==> config.mk <==
export PLATFORM = sky130hd
export DESIGN_NAME = fetch_queue_flat
export DESIGN_NICKNAME = d
export VERILOG_FILES = /design/src/rtl/fetch_pkg.sv /design/src/rtl/fetch_queue_if.sv /design/src/rtl/fetch_fifo.sv /design/src/rtl/fetch_queue.sv /design/src/flat_wrapper.sv
export SDC_FILE = /design/constraint.sdc
export NUM_CORES = 1
export LEC_CHECK = 0
export BUFFER_PORTS_ARGS = -buffer_cell sky130_fd_sc_hd__buf_2
export CORE_MARGIN = 2
export CORE_UTILIZATION = 59
export CTS_BUF_LIST = sky130_fd_sc_hd__clkbuf_8
export CTS_CLUSTER_SIZE = 8
export DETAILED_ROUTE_END_ITERATION = 7
export GPL_ROUTABILITY_DRIVEN = 0
export PLACE_DENSITY = 0.83
export SKIP_CTS_REPAIR_TIMING = 1
export SYNTH_ARGS = -nofsm -noshare
export SYNTH_HDL_FRONTEND = slang
export SYNTH_SLANG_ARGS = --single-unit
export TNS_END_PERCENT = 100
==> constraint.sdc <==
create_clock -name clk -period 4.3 [get_ports clk]
set_input_delay 1.075 -clock clk [delete_from_list [all_inputs] [get_ports clk]]
set_output_delay 1.075 -clock clk [all_outputs]
set_load 0.02 [all_outputs]
==> src/rtl/fetch_pkg.sv <==
// Shared constants and helpers for the decoupled instruction fetch unit.
package fetch_pkg;

  localparam int          XLEN_DEFAULT     = 32;
  localparam logic [31:0] RESET_PC_DEFAULT = 32'h0040_0020;
  localparam logic [31:0] NOP_INSTR        = 32'h0000_0000;

  // Redirect target priority: taken branch beats jump; jump_reg picks the
  // register target only for a jump.
  function automatic logic [XLEN_DEFAULT-1:0] select_target(
    input logic                    branch,
    input logic                    jump_reg,
    input logic [XLEN_DEFAULT-1:0] branch_addr,
    input logic [XLEN_DEFAULT-1:0] jump_reg_addr,
    input logic [XLEN_DEFAULT-1:0] jump_addr
  );
    return branch ? branch_addr : (jump_reg ? jump_reg_addr : jump_addr);
  endfunction

endpackage

==> src/rtl/fetch_queue_if.sv <==
// Redirect, instruction-memory and decode-side signals of the fetch unit.
interface fetch_queue_if #(
  parameter int XLEN = 32
);
  // redirect inputs from PC-select logic
  logic            jump;
  logic            jump_reg;
  logic            branch;
  logic [XLEN-1:0] branch_addr;
  logic [XLEN-1:0] jump_reg_addr;
  logic [XLEN-1:0] jump_addr;
  // instruction memory request/response
  logic            imem_req_valid;
  logic            imem_req_ready;
  logic [XLEN-1:0] imem_req_addr;
  logic            imem_resp_valid;
  logic [XLEN-1:0] imem_resp_data;
  // decode-side handshake
  logic            instr_valid;
  logic            instr_ready;
  logic [XLEN-1:0] instr;
  logic [XLEN-1:0] pc_plus_4;

  // fetch unit side
  modport master (
    input  jump, jump_reg, branch, branch_addr, jump_reg_addr, jump_addr,
    input  imem_req_ready, imem_resp_valid, imem_resp_data, instr_ready,
    output imem_req_valid, imem_req_addr, instr_valid, instr, pc_plus_4
  );

  // environment side (PC select, memory, decode)
  modport slave (
    output jump, jump_reg, branch, branch_addr, jump_reg_addr, jump_addr,
    output imem_req_ready, imem_resp_valid, imem_resp_data, instr_ready,
    input  imem_req_valid, imem_req_addr, instr_valid, instr, pc_plus_4
  );
endinterface

==> src/rtl/fetch_fifo.sv <==
// Synchronous prefetch FIFO with wrap-around pointers, flush and occupancy.
module fetch_fifo #(
  parameter int DEPTH = 4,
  parameter int W     = 64
) (
  input  logic                       clk,
  input  logic                       rst_n,
  input  logic                       flush_i,
  input  logic                       push_i,
  input  logic [W-1:0]               data_i,
  input  logic                       pop_i,
  output logic [W-1:0]               data_o,
  output logic [$clog2(DEPTH):0]     count_o
);
  localparam int PW = $clog2(DEPTH);
  localparam int CW = PW + 1;

  logic [W-1:0]  mem_q [DEPTH];
  logic [PW-1:0] wr_ptr_q, wr_ptr_d;
  logic [PW-1:0] rd_ptr_q, rd_ptr_d;
  logic [CW-1:0] count_q, count_d;

  // Pointer/occupancy next state; DEPTH is a power of two so pointers wrap.
  always_comb begin
    wr_ptr_d = wr_ptr_q;
    rd_ptr_d = rd_ptr_q;
    count_d  = count_q;
    if (push_i) wr_ptr_d = wr_ptr_q + PW'(1);
    if (pop_i)  rd_ptr_d = rd_ptr_q + PW'(1);
    case ({push_i, pop_i})
      2'b10:   count_d = count_q + CW'(1);
      2'b01:   count_d = count_q - CW'(1);
      default: count_d = count_q;
    endcase
    if (flush_i) begin
      wr_ptr_d = '0;
      rd_ptr_d = '0;
      count_d  = '0;
    end
  end

  // Pointer/occupancy registers.
  always_ff @(posedge clk) begin
    if (!rst_n) begin
      wr_ptr_q <= '0;
      rd_ptr_q <= '0;
      count_q  <= '0;
    end else begin
      wr_ptr_q <= wr_ptr_d;
      rd_ptr_q <= rd_ptr_d;
      count_q  <= count_d;
    end
  end

  // Storage write; contents need no reset since occupancy qualifies the head.
  always_ff @(posedge clk) begin
    if (push_i) mem_q[wr_ptr_q] <= data_i;
  end

  assign data_o  = mem_q[rd_ptr_q];
  assign count_o = count_q;

endmodule

==> src/rtl/fetch_queue.sv <==
// Decoupled fetch unit: own PC, credit-limited imem requests, prefetch queue,
// and redirect squashing of queued and in-flight fetches.
module fetch_queue
  import fetch_pkg::*;
#(
  parameter int              XLEN     = XLEN_DEFAULT,
  parameter int              DEPTH    = 4,
  parameter logic [XLEN-1:0] RESET_PC = XLEN'(RESET_PC_DEFAULT)
) (
  input  logic          clk,
  input  logic          rst_n,
  fetch_queue_if.master bus
);
  localparam int CW = $clog2(DEPTH) + 1;

  logic [XLEN-1:0]   fetch_pc_q, fetch_pc_d;
  logic [XLEN-1:0]   resp_pc_q, resp_pc_d;     // address of next kept response
  logic [CW-1:0]     outstanding_q, outstanding_d;
  logic [CW-1:0]     drop_cnt_q, drop_cnt_d;
  logic [CW-1:0]     count;
  logic [CW:0]       credit_used;
  logic              redirect;
  logic [XLEN-1:0]   target;
  logic              req_fire, resp_fire, resp_drop, enq, deq;
  logic [2*XLEN-1:0] head;

  assign redirect = bus.branch | bus.jump;
  assign target   = select_target(bus.branch, bus.jump_reg, bus.branch_addr,
                                  bus.jump_reg_addr, bus.jump_addr);

  // Queued plus in-flight entries may never exceed DEPTH, so every response
  // has a queue slot waiting for it.
  assign credit_used        = {1'b0, count} + {1'b0, outstanding_q};
  assign bus.imem_req_valid = rst_n & (credit_used < (CW+1)'(DEPTH));
  assign bus.imem_req_addr  = {fetch_pc_q[XLEN-1:2], 2'b00};

  assign req_fire  = bus.imem_req_valid & bus.imem_req_ready;
  assign resp_fire = bus.imem_resp_valid;
  assign resp_drop = (drop_cnt_q != '0);
  assign enq       = resp_fire & ~resp_drop & ~redirect;
  assign deq       = bus.instr_valid & bus.instr_ready;

  // Next-state for PC, response address tracker and request counters.
  always_comb begin
    fetch_pc_d    = fetch_pc_q;
    resp_pc_d     = resp_pc_q;
    outstanding_d = outstanding_q;
    drop_cnt_d    = drop_cnt_q;
    if (req_fire) fetch_pc_d = fetch_pc_q + XLEN'(4);
    if (enq)      resp_pc_d  = resp_pc_q + XLEN'(4);
    case ({req_fire, resp_fire})
      2'b10:   outstanding_d = outstanding_q + CW'(1);
      2'b01:   outstanding_d = outstanding_q - CW'(1);
      default: outstanding_d = outstanding_q;
    endcase
    if (resp_fire && resp_drop) drop_cnt_d = drop_cnt_q - CW'(1);
    if (redirect) begin
      // Everything still in flight after this edge belongs to the old path.
      fetch_pc_d = target;
      resp_pc_d  = {target[XLEN-1:2], 2'b00};
      drop_cnt_d = outstanding_d;
    end
  end

  // State registers.
  always_ff @(posedge clk) begin
    if (!rst_n) begin
      fetch_pc_q    <= RESET_PC;
      resp_pc_q     <= {RESET_PC[XLEN-1:2], 2'b00};
      outstanding_q <= '0;
      drop_cnt_q    <= '0;
    end else begin
      fetch_pc_q    <= fetch_pc_d;
      resp_pc_q     <= resp_pc_d;
      outstanding_q <= outstanding_d;
      drop_cnt_q    <= drop_cnt_d;
    end
  end

  fetch_fifo #(
    .DEPTH (DEPTH),
    .W     (2*XLEN)
  ) u_fifo (
    .clk     (clk),
    .rst_n   (rst_n),
    .flush_i (redirect),
    .push_i  (enq),
    .data_i  ({bus.imem_resp_data, resp_pc_q + XLEN'(4)}),
    .pop_i   (deq),
    .data_o  (head),
    .count_o (count)
  );

  assign bus.instr_valid = (count != '0);
  assign bus.instr       = bus.instr_valid ? head[2*XLEN-1:XLEN] : XLEN'(NOP_INSTR);
  assign bus.pc_plus_4   = bus.instr_valid ? head[XLEN-1:0] : '0;

endmodule

==> src/flat_wrapper.sv <==
// flat-port wrapper written by rule: the top's interface ports become plain ports
module fetch_queue_flat import fetch_pkg::*;
#(
  parameter int              XLEN     = XLEN_DEFAULT,
  parameter int              DEPTH    = 4,
  parameter logic [XLEN-1:0] RESET_PC = XLEN'(RESET_PC_DEFAULT)
)
  (clk, rst_n, bus_jump, bus_jump_reg, bus_branch, bus_branch_addr, bus_jump_reg_addr, bus_jump_addr, bus_imem_req_ready, bus_imem_resp_valid, bus_imem_resp_data, bus_instr_ready, bus_imem_req_valid, bus_imem_req_addr, bus_instr_valid, bus_instr, bus_pc_plus_4);
  fetch_queue_if #(.XLEN(XLEN)) bus_i ();
  input  logic clk;
  input  logic rst_n;
  input wire logic [$bits(bus_i.jump)-1:0] bus_jump;
  input wire logic [$bits(bus_i.jump_reg)-1:0] bus_jump_reg;
  input wire logic [$bits(bus_i.branch)-1:0] bus_branch;
  input wire logic [$bits(bus_i.branch_addr)-1:0] bus_branch_addr;
  input wire logic [$bits(bus_i.jump_reg_addr)-1:0] bus_jump_reg_addr;
  input wire logic [$bits(bus_i.jump_addr)-1:0] bus_jump_addr;
  input wire logic [$bits(bus_i.imem_req_ready)-1:0] bus_imem_req_ready;
  input wire logic [$bits(bus_i.imem_resp_valid)-1:0] bus_imem_resp_valid;
  input wire logic [$bits(bus_i.imem_resp_data)-1:0] bus_imem_resp_data;
  input wire logic [$bits(bus_i.instr_ready)-1:0] bus_instr_ready;
  output wire logic [$bits(bus_i.imem_req_valid)-1:0] bus_imem_req_valid;
  output wire logic [$bits(bus_i.imem_req_addr)-1:0] bus_imem_req_addr;
  output wire logic [$bits(bus_i.instr_valid)-1:0] bus_instr_valid;
  output wire logic [$bits(bus_i.instr)-1:0] bus_instr;
  output wire logic [$bits(bus_i.pc_plus_4)-1:0] bus_pc_plus_4;
  assign bus_i.jump = bus_jump;
  assign bus_i.jump_reg = bus_jump_reg;
  assign bus_i.branch = bus_branch;
  assign bus_i.branch_addr = bus_branch_addr;
  assign bus_i.jump_reg_addr = bus_jump_reg_addr;
  assign bus_i.jump_addr = bus_jump_addr;
  assign bus_i.imem_req_ready = bus_imem_req_ready;
  assign bus_i.imem_resp_valid = bus_imem_resp_valid;
  assign bus_i.imem_resp_data = bus_imem_resp_data;
  assign bus_i.instr_ready = bus_instr_ready;
  assign bus_imem_req_valid = bus_i.imem_req_valid;
  assign bus_imem_req_addr = bus_i.imem_req_addr;
  assign bus_instr_valid = bus_i.instr_valid;
  assign bus_instr = bus_i.instr;
  assign bus_pc_plus_4 = bus_i.pc_plus_4;
  fetch_queue #(.XLEN(XLEN), .DEPTH(DEPTH), .RESET_PC(RESET_PC)) u_core (.clk(clk), .rst_n(rst_n), .bus(bus_i));
endmodule
[Yosys cells after proc, flatten, opt, wreduce, memory -nomap -nowiden]
Memories as Yosys holds them, arrays and structs flattened. A register that Yosys moved wholly into a read port is not among the register bits.
Index checks and enable logic that the tools add are counted.
Word-level totals
  flip-flop bits (word level): 77
  bits in latches: 0
  memory bits (writable): 256
  ROM bits: 0
  input port bits: 136
  output and inout port bits: 98
  word-level logic and storage cells: 57
  memories kept: 1
Operators by class
  add/subtract/negate cells: 10
  $mul: 0
  div/mod/pow operators: 0
  order comparisons: 1
  equality and inequality tests: 4
  shift operators: 0
  multiplexer cells: 16
  bitwise operators: 9
  reduce and logical (&&, ||, !) cells: 8
Memories
  u_core.u_fifo.mem_q: depth 4, bits a word 64, rd ports 1, clocked after Yosys merged registers in 1, write ports 1, RTL line fetch_fifo.sv:18  | logic [W-1:0] mem_q [DEPTH];
Operators with widths (count)
  $mux 32: 8
  $add 32x3->32 const B: 2
  $pmux 3 s2: 2
  $sub 3x1->3 const B: 3
  $reduce_bool 2->1: 4
  $add 3x1->3 const B: 2
  $mux 3: 2
  $reduce_bool 3->1: 2
  $and 1x1->1: 5
  $add 2x1->2 const B: 2
  $add 3x3->4: 1
  $eq 2x1->1 const B: 2
  $eq 2x2->1 const B: 2
  $lt 4x3->1 const B: 1
  $mux 2: 2
  $not 1->1: 3
  $mux 1: 2
  $reduce_or 2->1: 1
  $logic_and 1x1->1: 1
  $or 1x1->1: 1

[Longest topological paths before layout]
Gate-level depths: netlist (run 1).
  depth in word-level cells: 7
  mapped depth: 12
  gate-level depth less buffers: 12

[Cells and area by module]
Synthesis (run 1) repeated with hierarchy kept, for this count alone.
Second synthesis, totals
  cells, all modules: 1087
  area, all modules: 14994.4 um^2
By module, submodules not included
  fetch_fifo: times used 1, cells each 376, area an instance 9729.3 um^2
  fetch_queue: times used 1, cells each 711, area an instance 5265.0 um^2

[Worst setup path before layout (run 1)]
OpenSTA, ideal clock, no wires.
  kind: input to register
  start: in bus_imem_resp_valid
  end: mem u_core.u_fifo.mem_q[0][10] (enable)
  data arrival time: 3.365 ns
  required time: 3.873 ns
  path slack: 0.509 ns
  stages on the path: 4
  buffers on the path: 2
  path through: and3b_1 > clkbuf_1 > clkbuf_1 > and3_1
On the way
  longest elaborated chain between the ends: 4
Ends and longest elaborated chain
  start, declared: RTL line flat_wrapper.sv:19  | input wire logic [$bits(bus_i.imem_resp_valid)-1:0] bus_imem_resp_valid;
  $and 1x1->1 (2 in a row): RTL line fetch_queue.sv:40  | assign enq = resp_fire & ~resp_drop & ~redirect;
  $mux 1: RTL line fetch_fifo.sv:57  | if (push_i) mem_q[wr_ptr_q] <= data_i;
  $mux 1 (not written as such): RTL line fetch_fifo.sv:57
  end, declared: RTL line fetch_fifo.sv:18
No other way between the ends.

==> flow_summary.ini, run 1 <==
[status]
status = finished, final reports clean

[cts]
cts.sinks = 323
htree_num_levels = 2
numCtsBuffers = 50
cts_root_buffer = clkbuf_8
clock_latency_ns = 0.57
cts_tree = yes
clkTransAtPathRegs_ns = 0.06
clock_path_buffers = 3

[route]
routed.top_layer = met4
vias = 9991
met3WireLength_microns = 2790
wl_met2_microns = 15800
drtAntennaViolNets = 0
wl_met1_microns = 13400
drt_iter0_markers = 960
firstDrtPassIters = 5
wl_microns = 32700
vias_per_cell = 5.99
avgRoutedWirePerCell_microns = 19.6
drc = 0

[cells_and_area]
seqCellArea_sq_mm = 0.00895
drive_above_1_share_pct = 29.7
final_nets = 1464
design_area_sq_mm = 0.0170
fillCellCount = 1665
multiInputGateArea_sq_mm = 0.00529
layout-area-overhead-vs-synth_pct = 15.9

[pwr]
p_per_area_mw_per_mm2 = 372
p_leak_nw = 6.38
peakVddDrop_mv = 0.180

[floorplanning]
fp-row-count = 57
dieArea_sq_mm = 0.0261
initial_utilization_pct = 60.2
dieHeight_microns = 162
core_area_sq_mm = 0.0243
die_width_microns = 162
io_pins = 234

[global_route]
grt_first_pass_wirelength_microns = 51200
antenna_found_initial = 1
grt-ovfl-total = 0
grt_max_degree = 65
grt_pass1_vias = 9742
grtUsageTotal_pct = 25.1

[yosys]
synth_edf_count = 248
synthAdderAreaFrac_pct = 1.30
netlist-cell-type-count = 64
postSynthAreaPerCell_sq_um = 13.5
ys.flop_type = edfxtp_1
yosys.area_share.simple_pct = 11.0
synth_top_family_by_area = multiplexers
synthMuxAreaShare_pct = 12.0
yosysWarningCount = 0
ys_seq_elements = 323
synthCells = 1085
netlist_area_sq_mm = 0.0146
seq_area_frac_synth_pct = 61.1
synth_compound_area_share_pct = 9.00
synth-async-reset-ratio_pct = 0
synth_xor_area_share_pct = 2.63

[sta]
hold_violations = 0
layout_min_cycle_time_ns = 3.63
tns_ns = 0
post-route-period-util_pct = 84.4
finalSetupViolations = 0
max_slew_margin_pct = 24.4
setup_slack_ns = 0.673
fmax_ghz = 0.276
grt_setup_unrepaired = no
max_slew.worst_pin.slew_ns = 1.13
finalClockSkew_ns = 0.0203
final_max_slew_viol_count = 0

[hold_path]
hold_path_class = reg2reg

[placed_design]
place_ws_ns = 0.919
io_buffers = 223
placed_area_sq_mm = 0.0161
dp_hpwl_microns = 22200

[worst_setup_path]
worst-endpoint-arrival_ns = 2.55
worst_setup_path_start_kind = flop
path_class = reg2out
end_kind = primary output
required_ns = 3.22
critPathMaxFanout = 30

[job]
drv_cap = 0
==> cell type report <==
type / instances / share of cell area [%]
clock buffers: 51 / 4.14
flip-flops and latches: 323 / 52.7
well taps: 324 / 2.39
diodes: 1 / 0.0147
repair buffers: 245 / 8.14
multi-input cells: 667 / 31.2
inverters: 27 / 0.597
clock inverters: 31 / 0.796
==> stage by stage <==
step | hold slack [ns] | power (mW) | utilization [%] | cells
floorplan | 0.469 | 3.95 | - | 1088
global placement | 0.478 | 4.14 | 66.3 | 1586
detailed placement | 0.493 | 4.17 | 66.3 | 1586
CTS | 0.501 | 6.35 | 69.8 | 1668
global route | 0.540 | 6.55 | 69.8 | 1669
finish | 0.505 | 6.31 | 69.8 | 1669
==> synth_stat cells (24+ instances only) <==
cell type    n  share of area [%]
nand3_1     24               0.82
mux2i_1     34                2.3
dfxtp_1     75                 10
nand4_1     24                1.0
xnor2_1     28                1.7
edfxtp_1   248                 51
nor2_1      43                1.1
a21oi_1     75                2.6
clkbuf_1    47                1.2
o21ai_0     68                2.3
inv_1       26               0.67
mux4_2      62                9.5
nand2_1     62                1.6
and2_1      67                2.9
==> sequential cells by signal (all words and copies together), names as in the netlist, named ones only <==
name and cells:
u_core.u_fifo.mem_q 248, u_core.resp_pc_q 30, u_core.u_fifo.count_o 3, u_core.outstanding_q 3, u_core.fetch_pc_q 30, u_core.u_fifo.wr_ptr_q 2, u_core.drop_cnt_q 3, u_core.u_fifo.rd_ptr_q 2
==> critical path, stage by stage (launching register included) <==
cell and delay, ns:
dfxtp_4 0.76, buf_12 0.31, mux4_2 0.52, and2_1 0.19
buf_2 0.18
==> layout by cell type, fill, tap and decap left out, types with 28 or more instances in the layout <==
cell type,netlist,routed
o21ai_0,68,68
buf_2,13,223
mux4_2,62,62
inv_1,26,48
clkbuf_8,0,51
nand2_1,62,62
edfxtp_1,248,248
mux2i_1,34,34
nor2_1,43,42
a21oi_1,75,75
xnor2_1,28,28
and2_1,67,67
dfxtp_1,75,73
==> where the power goes <==
group	internal, mW	leakage [nW]	switching [mW]	total, mW
Clock	1.09	0.517	1.10	2.20
Combinational	0.233	2.99	0.359	0.592
Sequential	3.45	2.87	0.0710	3.52
==> path summary, 6_finish.rpt <==
kind | from | endpoint | slack (ns) | cells past startpoint
max | flop | bus_pc_plus_4[15] | 0.67 | 4
min | u_core.u_fifo.wr_ptr_q[1] | u_core.u_fifo.wr_ptr_q[1] | 0.50 | 2
max reg2reg | u_core.u_fifo.count_o[0] | u_core.u_fifo.count_o[2] | 1.45 | 8
min reg2reg | u_core.u_fifo.wr_ptr_q[1] | u_core.u_fifo.wr_ptr_q[1] | 0.50 | 2
==> logic make-up after synthesis <==
kind of cell             Yosys count
AO/OA/AOI/OAI                    215
XOR/XNOR                          44
buffers and inverters             98
adder cells (fa/ha/maj)           14
other                              1
flip-flops                       323
multiplexers                      98
AND/OR/NAND/NOR                  292
==> layer usage <==
layer	global-route usage, %	up-vias
met5	0	-
met4	7.67	0
met3	4.55	49
met2	41.7	502
met1	34.0	4831
li1	-	4609
Power figures use the tool's default switching activity.
==> run 2, diff against run 1 <==
clock period = 3.6 ns   (was 4.3 ns; I/O delays follow)
==> flow_summary.ini, run 2 (synthesis results as in run 1) <==
[route]
vias = 10100
drt_iter0_markers = 976
vias_per_cell = 6.01
wl_microns = 34100
avgRoutedWirePerCell_microns = 20.2
drtAntennaViolNets = 0
drc = 0
firstDrtPassIters = 6

[floorplanning]
die_width_microns = 162
core_area_sq_mm = 0.0243
fp-row-count = 57
initial_utilization_pct = 60.2
dieArea_sq_mm = 0.0261
io_pins = 234
dieHeight_microns = 162

[sta]
hold_slack_ns = 0.503
fmax_ghz = 0.304
max_slew.worst_pin.slew_ns = 0.925
hold_violations = 0
finalSetupViolations = 0
layout_min_cycle_time_ns = 3.29
grt_setup_unrepaired = no
tns_ns = 0
final_max_slew_viol_count = 0
finalClockSkew_ns = 0.0182
max_slew_margin_pct = 37.7
post-route-period-util_pct = 91.3

[placed_design]
io_buffers = 223
dp_hpwl_microns = 23000
dp_cells = 1596

[status]
status = finished, final reports clean

[cts]
clkTransAtPathRegs_ns = 0.06
clock_path_buffers = 3
cts.sinks = 323
numCtsBuffers = 52
clock_latency_ns = 0.56
htree_num_levels = 2
cts_tree = yes
cts_root_buffer = clkbuf_8

[cells_and_area]
instances_no_fill = 1689
layout-area-overhead-vs-synth_pct = 16.8
largest_reg_flops = 248
final_nets = 1476
final_common_cell = edfxtp_1
drive_above_1_share_pct = 30.2
n_antenna_cell = 0
top_regs = u_core.u_fifo.mem_q (248), u_core.fetch_pc_q (30), u_core.resp_pc_q (30)
layout_common_cells = 248 x edfxtp_1, 223 x buf_2, 75 x a21oi_1, 73 x dfxtp_1, 68 x o21ai_0
regMostFlops = u_core.u_fifo.mem_q

[global_route]
grt-ovfl-total = 0
antenna_found_initial = 0
grt_first_pass_wirelength_microns = 53700
grtUsageTotal_pct = 26.3
grt_max_degree = 64
grt_pass1_vias = 10000

[pwr]
p_per_area_mw_per_mm2 = 450
p_seq_share_pct = 54.6
peakVddDrop_mv = 0.262
p_leak_nw = 6.48
p_sw_share_pct = 24.5
finalPower_mw = 7.70
power.switching_mw = 1.89
clock_power_share_pct = 36.1
internal_power_mw = 5.81
comb_power_share_pct = 9.2

[job]
drv_cap = 0

[worst_setup_path]
path_class = reg2out
critPathMaxFanout = 28
end_kind = primary output
r2r_cells = 5
rrSetupSlack_ns = 0.94
worst-endpoint-arrival_ns = 2.39
r2r_end = u_core.u_fifo.mem_q[0][27]
worst_setup_path_start_kind = flop
reg2reg_from = u_core.resp_pc_q[14]
required_ns = 2.70

[hold_path]
hold_path_class = reg2reg
worstHoldStart = u_core.u_fifo.wr_ptr_q[1]
min_path_cells = 2
hold_end = u_core.u_fifo.wr_ptr_q[1]
==> run 2: per-layer routing <==
metal,vias up,track usage [%],share of wire [%]
met5,-,0,0
met2,540,45.0,49
met4,0,6.86,2.1
li1,4647,-,-
met3,56,4.42,8.6
met1,4903,35.3,41
==> run 2: power groups by stage <==
stage | registers [mW] | clock network, mW | logic [mW]
final | 4.21 | 2.78 | 0.712
after global routing | 4.22 | 3.01 | 0.780
after CTS | 4.20 | 2.84 | 0.709
after detailed placement | 4.28 | 0 | 0.707
after global placement | 4.27 | 0 | 0.684
after floorplan | 4.28 | 0 | 0.430
==> run 2: through the flow <==
stage	worst slack (ns)	utilization, %	cell area, sq um
6_report	0.312	70.3	17100
5_1_grt	0.135	70.3	17100
4_1_cts	0.205	70.3	17100
3_5_place_dp	0.684	66.5	16200
3_3_place_gp	0.693	66.5	16200
2_1_floorplan	0.674	-	14700
==> run 2: final cells by class <==
| class | instances | area, sq um |
|---|---|---|
| Clock buffer | 55 | 757 |
| Clock inverter | 38 | 159 |
| Fill cell | 1692 | 7220 |
| Inverter | 27 | 101 |
| Multi-Input combinational cell | 667 | 5290 |
| Sequential cell | 323 | 8950 |
| Tap cell | 324 | 405 |
| Timing Repair Buffer | 255 | 1430 |
==> run 2: worst max-delay path, stage by stage (launching register included) <==
cell     delay (ns)
dfxtp_4        0.64
buf_12         0.30
mux4_2         0.56
and2_1         0.17
buf_2          0.15
==> run 2: worst max path at each step <==
stage / endpoint / from / depth (start not counted)
floorplan: u_core.u_fifo.mem_q[0][10] / bus_imem_resp_valid / 4
global placement: u_core.drop_cnt_q[2] / rst_n / 12
detailed placement: u_core.drop_cnt_q[2] / rst_n / 12
CTS: bus_instr[12] / flop / 4
global route: bus_instr[12] / flop / 4
finish: bus_instr[12] / flop / 4
==> run 3, diff against run 2 <==
CORE_MARGIN = unset   (was 2)
==> flow_summary.ini, run 3 (synthesis results as in run 1) <==
[status]
status = finished, final reports clean

[worst_setup_path]
end_kind = primary output
required_ns = 2.70
path_class = reg2out
slowest_stage = dfxtp_4
r2r_cells = 5
slowest_delay_ns = 0.60
rrSetupSlack_ns = 0.92
worst-endpoint-arrival_ns = 2.39
crit_chain = buf_4 > mux4_2 > and2_1 > buf_2
worst_setup_path_start_kind = flop
critPathMaxFanout = 20
reg2reg_from = u_core.resp_pc_q[14]
r2r_end = u_core.u_fifo.mem_q[2][29]

[floorplanning]
fp-row-count = 57
dieArea_sq_mm = 0.0255
core_area_sq_mm = 0.0243
io_pins = 234
die_width_microns = 160
initial_utilization_pct = 60.2
dieHeight_microns = 160

[cts]
cts_tree = yes
numCtsBuffers = 50
cts.sinks = 323
cts_root_buffer = clkbuf_8
clock_path_buffers = 3
clkTransAtPathRegs_ns = 0.06
htree_num_levels = 2
clock_latency_ns = 0.57

[sta]
grt_setup_unrepaired = no
finalClockSkew_ns = 0.0276
finalSetupViolations = 0
hold_violations = 0
fmax_ghz = 0.304
final_max_slew_viol_count = 0
post-route-period-util_pct = 91.4
tns_ns = 0
layout_min_cycle_time_ns = 3.29
max_slew.worst_pin.slew_ns = 0.899
max_slew_margin_pct = 40.0

[cells_and_area]
top_regs = u_core.u_fifo.mem_q (248), u_core.fetch_pc_q (30), u_core.resp_pc_q (30)
largest_reg_flops = 248
layout_common_cells = 248 x edfxtp_1, 223 x buf_2, 75 x a21oi_1, 73 x dfxtp_1, 68 x o21ai_0
drive_above_1_share_pct = 30.3
regMostFlops = u_core.u_fifo.mem_q
n_antenna_cell = 0
layout-area-overhead-vs-synth_pct = 16.6
final_common_cell = edfxtp_1
final_nets = 1474

[global_route]
grt_pass1_vias = 9913
grtUsageTotal_pct = 25.8
use_met1_pct = 34.4
grt_first_pass_wirelength_microns = 51200
grt_util_met2_pct = 43.0
busiest_layer = met2
grt-ovfl-total = 0
antenna_found_initial = 0
grt_max_degree = 63
gr-usage-met3_pct = 4.22

[pwr]
clock_power_share_pct = 35.8
power.switching_mw = 1.82
comb_power_share_pct = 9.3
peakVddDrop_mv = 0.307
finalPower_mw = 7.66
internal_power_mw = 5.84
p_sw_share_pct = 23.8
p_per_area_mw_per_mm2 = 449
p_seq_share_pct = 54.9
p_leak_nw = 6.45

[placed_design]
io_buffers = 223
dp_hpwl_microns = 22300

[route]
drt_iter0_markers = 795
wl_microns = 32700
vias_per_cell = 5.94
firstDrtPassIters = 8
drtAntennaViolNets = 0
vias = 9983
drc = 0
avgRoutedWirePerCell_microns = 19.4

[hold_path]
worstHoldStart = u_core.u_fifo.wr_ptr_q[1]
hold_end = u_core.u_fifo.wr_ptr_q[1]
min_path_cells = 2
hold_path_class = reg2reg

[job]
drv_cap = 0
-- run 3: layout make-up --
cell class / count / area, sq um
Sequential cell: 323 / 8950
Fill cell: 1709 / 7250
Multi-Input combinational cell: 667 / 5290
Timing Repair Buffer: 255 / 1420
Clock buffer: 57 / 785
Tap cell: 324 / 405
Clock inverter: 27 / 114
Inverter: 27 / 101
-- run 3: worst max path at each step --
stage	from	end	slack, ns	cells after the start
final	flop	bus_pc_plus_4[10]	0.31	4
after global routing	flop	bus_pc_plus_4[10]	0.17	4
after CTS	flop	bus_pc_plus_4[10]	0.22	4
after detailed placement	rst_n	u_core.drop_cnt_q[2]	0.66	12
after global placement	rst_n	u_core.drop_cnt_q[2]	0.67	12
after floorplan	bus_imem_resp_valid	u_core.u_fifo.mem_q[0][10]	0.67	4
-- run 3: per-stage QoR --
| step | utilization [%] | setup WS, ns | area (sq um) | std cells | hold slack [ns] |
|---|---|---|---|---|---|
| 3_5_place_dp | 66.5 | 0.660 | 16200 | 1596 | 0.492 |
| 3_3_place_gp | 66.5 | 0.669 | 16200 | 1596 | 0.477 |
| 4_1_cts | 70.2 | 0.219 | 17100 | 1680 | 0.500 |
| 5_1_grt | 70.2 | 0.174 | 17100 | 1680 | 0.524 |
| 6_report | 70.2 | 0.308 | 17100 | 1680 | 0.499 |
| 2_1_floorplan | - | 0.674 | 14700 | 1088 | 0.469 |
-- run 3: power groups by stage --
stage                     clock network, mW  logic [mW]  registers [mW]
after CTS                              2.80       0.711            4.20
after global routing                   2.94       0.779            4.22
after detailed placement                  0       0.707            4.28
final                                  2.74       0.712            4.21
after global placement                    0       0.683            4.27
after floorplan                           0       0.430            4.28
-- run 3: layer usage --
metal,part of all wire (%),vias up
met2,49,457
met5,0,-
li1,-,4627
met3,7.2,57
met1,41,4842
met4,2.4,0
-- run 3: worst max-delay path: cells and delay by family, from the launching register on --
| kind | cells | cell delay (ns) |
|---|---|---|
| AND/OR/NAND/NOR | 1 | 0.19 |
| flip-flops | 1 | 0.60 |
| multiplexers | 1 | 0.53 |
| buffers and inverters | 2 | 0.49 |
